$ cat src/rtl/dual_core_mem_arbiter.sv
// Round-robin arbiter sharing one data-memory port between two cores, with
// LR/SC reservation tracking. A failing SC is answered locally without a RAM access.
module dual_core_mem_arbiter #(
  parameter int NCORES = 2,
  parameter int WORD_W = 32
) (
  input  logic                       CLK,
  input  logic                       RST,
  input  logic [NCORES-1:0]          dREN,
  input  logic [NCORES-1:0]          dWEN,
  input  logic [NCORES-1:0]          datomic,
  input  logic [NCORES*WORD_W-1:0]   daddr,
  input  logic [NCORES*WORD_W-1:0]   dstore,
  output logic [NCORES-1:0]          dwait,
  output logic [NCORES*WORD_W-1:0]   dload,
  output logic                       ramREN,
  output logic                       ramWEN,
  output logic [WORD_W-1:0]          ramaddr,
  output logic [WORD_W-1:0]          ramstore,
  input  logic [WORD_W-1:0]          ramload,
  input  logic                       ram_busy,
  output logic [1:0]                 o_dbg_state
);

  // Handshake: core i holds dREN/dWEN/daddr/dstore stable while it requests;
  // the request completes in the cycle where dwait[i]=0 with dREN[i]|dWEN[i] high.
  typedef enum logic [1:0] {
    S_IDLE    = 2'd0,
    S_ACCESS  = 2'd1,
    S_SC_FAIL = 2'd2
  } state_t;

  state_t                    r_state;
  logic                      r_grant;
  logic                      r_last;
  logic [NCORES-1:0]         r_resv_valid;
  logic [NCORES-1:0][WORD_W-3:0] r_resv_addr;

  logic [NCORES-1:0][WORD_W-1:0] w_addr;
  logic [NCORES-1:0][WORD_W-1:0] w_store;
  logic [NCORES-1:0][WORD_W-1:0] w_dload;
  logic [NCORES-1:0]         w_req;
  logic [NCORES-1:0]         w_lr;
  logic [NCORES-1:0]         w_sc;
  logic                      w_pick;
  logic                      w_sc_hit;
  logic                      w_g_rd;
  logic [WORD_W-3:0]         w_g_word;

  assign w_addr   = daddr;
  assign w_store  = dstore;
  assign w_req    = dREN | dWEN;
  // A request with both enables set is a write, so it can never be an LR.
  assign w_lr     = dREN & ~dWEN & datomic;
  assign w_sc     = dWEN & datomic;
  assign w_pick   = (w_req == 2'b11) ? ~r_last : w_req[1];
  assign w_sc_hit = r_resv_valid[w_pick] &&
                    (r_resv_addr[w_pick] == w_addr[w_pick][WORD_W-1:2]);
  assign w_g_rd   = dREN[r_grant] & ~dWEN[r_grant];
  assign w_g_word = w_addr[r_grant][WORD_W-1:2];
  assign dload    = w_dload;
  assign o_dbg_state = r_state;

  always_comb begin
    dwait    = w_req;
    w_dload  = '0;
    ramREN   = 1'b0;
    ramWEN   = 1'b0;
    ramaddr  = '0;
    ramstore = '0;
    case (r_state)
      S_ACCESS: begin
        ramREN   = w_g_rd;
        ramWEN   = dWEN[r_grant];
        ramaddr  = w_addr[r_grant];
        ramstore = w_store[r_grant];
        dwait[r_grant] = w_req[r_grant] & ram_busy;
        if (!ram_busy && w_g_rd)
          w_dload[r_grant] = ramload;
      end
      S_SC_FAIL: begin
        dwait[r_grant]   = 1'b0;
        w_dload[r_grant] = {{(WORD_W-1){1'b0}}, 1'b1};
      end
      default: ;
    endcase
  end

  always_ff @(posedge CLK) begin
    if (RST) begin
      r_state      <= S_IDLE;
      r_grant      <= 1'b0;
      r_last       <= 1'b1;
      r_resv_valid <= '0;
      r_resv_addr  <= '0;
    end else begin
      case (r_state)
        S_IDLE: begin
          if (|w_req) begin
            r_grant <= w_pick;
            r_state <= (w_sc[w_pick] && !w_sc_hit) ? S_SC_FAIL : S_ACCESS;
          end
        end
        S_ACCESS: begin
          if (!ram_busy) begin
            r_last  <= r_grant;
            r_state <= S_IDLE;
            if (w_lr[r_grant]) begin
              r_resv_valid[r_grant] <= 1'b1;
              r_resv_addr[r_grant]  <= w_g_word;
            end
            // Any completed write kills every reservation on that word, the writer's included.
            if (dWEN[r_grant]) begin
              for (int j = 0; j < NCORES; j++)
                if (r_resv_addr[j] == w_g_word)
                  r_resv_valid[j] <= 1'b0;
              if (w_sc[r_grant])
                r_resv_valid[r_grant] <= 1'b0;
            end
          end
        end
        S_SC_FAIL: begin
          r_resv_valid[r_grant] <= 1'b0;
          r_last                <= r_grant;
          r_state               <= S_IDLE;
        end
        default: r_state <= S_IDLE;
      endcase
    end
  end

endmodule

$ cat config.mk
export PLATFORM = sky130hd
export DESIGN_NAME = dual_core_mem_arbiter
export DESIGN_NICKNAME = d
export VERILOG_FILES = /design/src/rtl/dual_core_mem_arbiter.sv
export SDC_FILE = /design/constraint.sdc
export NUM_CORES = 1
export LEC_CHECK = 0
export CAP_MARGIN = 20
export CORE_AREA = 2 2 117 119
export DETAILED_ROUTE_END_ITERATION = 16
export DIE_AREA = 0 0 119 121
export PLACE_DENSITY = 0.83
export SYNTH_ARGS = -nofsm -noshare
export SYNTH_HDL_FRONTEND = slang
export SYNTH_SLANG_ARGS = --single-unit
$ cat constraint.sdc
create_clock -name CLK -period 5.3 [get_ports CLK]
set_clock_uncertainty 0.2 [all_clocks]
set_input_delay 0.53 -clock CLK [delete_from_list [all_inputs] [get_ports CLK]]
set_output_delay 0.53 -clock CLK [all_outputs]
set_load 0.02 [all_outputs]
Word level (Yosys, flattened, before mapping)
Cells that the tools add are included.
{"block": "word_totals", "regBits": 66, "input_bits": 169, "output_inout_bits": 134, "elab_cells": 105}
{"block": "classes", "n_lt_le_gt_ge": 3, "n_eq_ne": 8, "muxes": 59, "n_bitwise": 16, "reduce_logical": 13}
{"operator": "32-bit two-way mux", "count": 9}
{"operator": "64-bit one-hot mux with 2 select lines", "count": 1}
{"operator": "30-bit equality test", "count": 3}
{"operator": "30-bit two-way mux", "count": 3}
{"operator": "64-bit bitwise AND", "count": 1}
{"operator": "64-bit two-way mux", "count": 1}
{"operator": "60-bit bitwise mux", "count": 1}
{"operator": "32-bit demux with 1-bit select", "count": 1}
{"operator": "30-bit demux with 1-bit select", "count": 1}
{"operator": "1-bit two-way mux", "count": 29}
{"operator": "2-bit two-way mux", "count": 7}
{"operator": "2-bit bitwise AND", "count": 6}
{"operator": "2-bit one-hot mux with 2 select lines", "count": 3}
{"operator": "2-bit AND reduction", "count": 3}
{"operator": "2-bit equality test (second input constant)", "count": 2}
{"operator": "1-bit logical AND", "count": 4}
{"operator": "1-bit by 2-bit < comparator with 1-bit output (second input constant)", "count": 2}
{"operator": "2-bit inequality test (second input constant)", "count": 2}
{"operator": "2-bit NOT", "count": 2}
{"operator": "2-bit OR", "count": 2}
{"operator": "1-bit NOT", "count": 3}
{"operator": "3-bit AND reduction", "count": 1}
{"operator": "1-bit bitwise AND", "count": 2}
{"operator": "2-bit bitwise mux", "count": 1}
{"operator": "8 further kinds", "count": 9}

Logic depth before layout (Yosys ltp)
{"block": "logic_depth", "depth_word": 16, "mapped_depth": 10, "ltp_nobuf": 7}

Worst setup path before layout
OpenSTA, ideal clock, no wires.
{"block": "synth_timing", "path_kind": "reg-to-output", "start": "reg r_state[0] (netlist: o_dbg_state[0])", "end": "out dload[33]", "t_arrival_ns": 1.799, "required_time_ns": 4.570, "slack_ns": 2.771, "path_stages_with_launch": 8, "cell_sequence": "dfxtp_1 ha_1 clkbuf_1 nand2_1 nor2_1 and2_1 clkbuf_1 and3_1"}
{"block": "synth_between", "elab_chain_cells": 2, "elab_cells_between_ends": 3}
{"item": "start: declaration", "line": "33", "source": "state_t r_state;"}
{"item": "start signal: assignment", "line": "101", "source": "r_state <= (w_sc[w_pick] && !w_sc_hit) ? S_SC_FAIL : S_ACCESS;"}
{"item": "2-bit equality test / 2-bit by 1-bit equality test with 1-bit output (equally long branches)", "line": "71", "source": "case (r_state)"}
{"item": "64-bit one-hot mux with 2 select lines (*)", "line": "71"}
{"item": "end: declaration", "line": "15", "source": "output logic [NCORES*WORD_W-1:0] dload,"}
Every way passes the cells marked *; elsewhere a longest branch is shown, timed or not.

Final worst setup path
{"block": "layout_timing", "start": "reg r_state[1] (netlist: o_dbg_state[1])", "end": "out dload[29]"}
The elaborated chain is that of the path after synthesis.

==> results_dict.tcl <==
set metrics [dict create \
    status "finished clean" \
    whs_ns 0.290 \
    initial_core_util_pct 42.1 \
    synth_top_cell_area_share_pct 24.0 \
    start_kind "flop" \
    dpl.cell_count 1138 \
    hold_depth 2 \
    synth_seq_cells 66 \
    maxSlewViolCount 0 \
    clk_latency_ns 0.33 \
    synth_flop_cell "dfxtp_1" \
    synth-async-reset-ratio_pct 0 \
    worstSetupEndpointType "primary output" \
    dieArea_um2 14400 \
    drc_errors 0 \
    placed_area_um2 8600 \
    irDropWorstVdd_mv 0.157 \
    drt_iter0_markers 510 \
    synth_most_common_cell "nand2_1" \
    holdPathEnd "r_resv_addr[46]" \
    clock-sinks 66 \
    synth_xor_area_share_pct 19.1 \
    worstPathRequired_ns 4.57 \
    final-seq-area_um2 1330 \
    cts_tree "done" \
    power_mw 1.89 \
    hold_buffers 0 \
    seq_area_frac_synth_pct 24.0 \
    antenna_found_initial 1 \
    fill_cells 1049 \
    multi_input_area_um2 3950 \
    rrSetupSlack_ns 1.84 \
    grt_overflow_total 0 \
    avgViaCountPerCell 5.29 \
    maxCapViolCount 0 \
    drtAntennaViolNets 0 \
    path_buf_inv 2 \
    crit_path_cell_trace "inv_1 -> ha_2 -> nand2b_1 -> nor2_1 -> and3b_1 -> and2_1 -> clkdlybuf4s50_1" \
    synth-warning-count 0 \
    syn_inst 699 \
    syn_area_um2 5510 \
    hold_violations 0 \
    setup_viol 0 \
    routed_wirelength_um 22700 \
    synthMuxAreaShare_pct 13.0 \
    grt_use_total_pct 30.0 \
    synth_compound_area_share_pct 9.52 \
    yosys.area.top_type "dfxtp_1" \
    core_um2 13100 \
    clk_pin_slew_ns 0.06 \
    criticalPathCategory "reg2out" \
    gp_congestion 0.966 \
    fmax_mhz 237 \
    fin_cells 1155 \
    synth_area_per_cell_um2 7.88 \
    area_growth_pct 62.1 \
    clockBufferDepth 2 \
    synthTopCellsByCount "87 x nand2_1, 70 x xnor2_1, 68 x nor2b_1" \
    drt-pass1-iter-count 5 \
    grt_pass1_wl_um 33600 \
    cp_slowest_cell "and3b_1" \
    power.density_nw_per_um2 211 \
    die_x_um 119 \
    wl_per_cell_um 19.6 \
    drive_above_1_share_pct 4.30 \
    synthTopCellsByArea "dfxtp_1 24%, xnor2_1 11%, mux2i_1 9.3%" \
    hpwl_um 17800 \
    ys_types 37 \
    portBuffers 302 \
    rows 42 \
    r2r_start "r_grant" \
    synth_edf_count 0 \
    synth_top_family_by_area "simple AND/OR/NAND/NOR gates" \
    cp_top_family "simple AND/OR/NAND/NOR gates" \
    slew_headroom_pct 35.8 \
    htreeDepth 3 \
    leakage_nw 3.17 \
    finalCritPeriodShare_pct 79.5 \
    r2r_cells 7 \
    via_count 6110 \
    first_global_vias 5813 \
    path_max_fanout 34 \
    max_stage_delay_ns 0.84 \
    syn_nets 871 \
    stdcell_area_um2 8920 \
    grt_max_degree 45 \
    fp.dieH_um 121 \
    layout.nets 1145 \
    synth-simple-area-share_pct 29.4 \
    cts-resized-gates 0 \
    synthAdderAreaFrac_pct 0.682 \
    cts-buffers-inserted 9 \
    post-cts-setup-buffers 0 \
    timing.rr.end "r_resv_valid[0]" \
    io_pins 303 \
    fin_tns_setup_ns 0 \
    critPathArrivalTime_ns 3.48 \
    fin_crit_ns 4.21 \
    rsz0062_at_grt "no" \
    root_buffer "clkbuf_16" \
    hp-class "reg2reg" \
    min_from "r_resv_addr[46]" \
    worstMarginPinSlew_ns 0.963 \
]
[worst reg2reg max path: cells and delay by family, from the launching register on]
kind                   cells  cell delay, ns
buffers and inverters      1            0.52
multiplexers               1            0.54
AND/OR/NAND/NOR            3            1.01
flip-flops                 1            0.72
AO/OA/AOI/OAI              1            0.12
XOR/XNOR                   1            0.20
[kinds of logic (layout without fill, tap and decap cells)]
| logic type | after synthesis | in the layout |
|---|---|---|
| AOI/OAI and AO/OA | 86 | 86 |
| xor gates and xnor gates | 120 | 120 |
| adders and majority gates | 3 | 3 |
| buffers and inverters | 53 | 331 |
| DFF | 66 | 66 |
| muxes | 66 | 66 |
| other | 0 | 2 |
| and+or+nand+nor | 305 | 305 |
[state kept, by name, summed over array words and instances, names as in the netlist]
signal and cells:
r_resv_addr 60, r_last 1, r_grant 1, o_dbg_state 2, r_resv_valid 2
[stage by stage]
stage / setup slack [ns] / util [%]
global route: 0.858 / 68.2
floorplan: 2.77 / -
finish: 1.09 / 68.2
global placement: 1.58 / 65.7
detailed placement: 1.40 / 65.7
CTS: 1.11 / 68.2
[cell usage in the layout (no fill, tap or decap), drive strengths merged, types with 2 or more instances in the layout]
master / count
nor3: 2
diode: 2
o32ai: 2
a211oi: 21
nor2: 28
nand2b: 4
ha: 3
dfxtp: 66
nand3: 5
xor2: 50
inv: 6
clkdlybuf4s50: 301
mux2i: 66
xnor2: 70
a41oi: 2
nor2b: 68
nand2: 87
and3: 31
a22oi: 2
and2: 35
buf: 9
clkbuf: 13
nor4: 23
a21oi: 47
nand4: 18
bufinv: 2
o21ai: 6
[metal layers]
layer / GRT usage [%] / share of wire [%]
met1: 36.6 / 40
met3: 5.69 / 6.9
met4: 9.97 / 2.6
met2: 53.1 / 50
met5: 0 / 0
[worst max-delay path by stage]
stage	startpoint	end	slack, ns	cells past startpoint
2_1_floorplan	o_dbg_state[0]	dload[33]	2.77	7
3_3_place_gp	ram_busy	dload[7]	1.58	6
3_5_place_dp	ram_busy	dload[7]	1.40	6
4_1_cts	o_dbg_state[1]	dload[7]	1.11	7
5_1_grt	o_dbg_state[1]	dload[7]	0.86	7
6_report	o_dbg_state[1]	dload[29]	1.09	7
[power breakdown]
part	total, mW	internal (mW)	leakage (nW)	switching, mW
logic	0.713	0.360	2.48	0.353
registers	0.523	0.504	0.533	0.0189
clock network	0.651	0.435	0.156	0.215
[layout make-up]
type                    count  area share, %
well taps                 176           2.47
inverters                   6          0.252
multi-input cells         580           44.3
repair buffers            310           34.5
diodes                      2         0.0561
clock buffers              13           2.92
clock inverters             2          0.673
flip-flops and latches     66           14.8
Power figures use the tool's default switching activity.
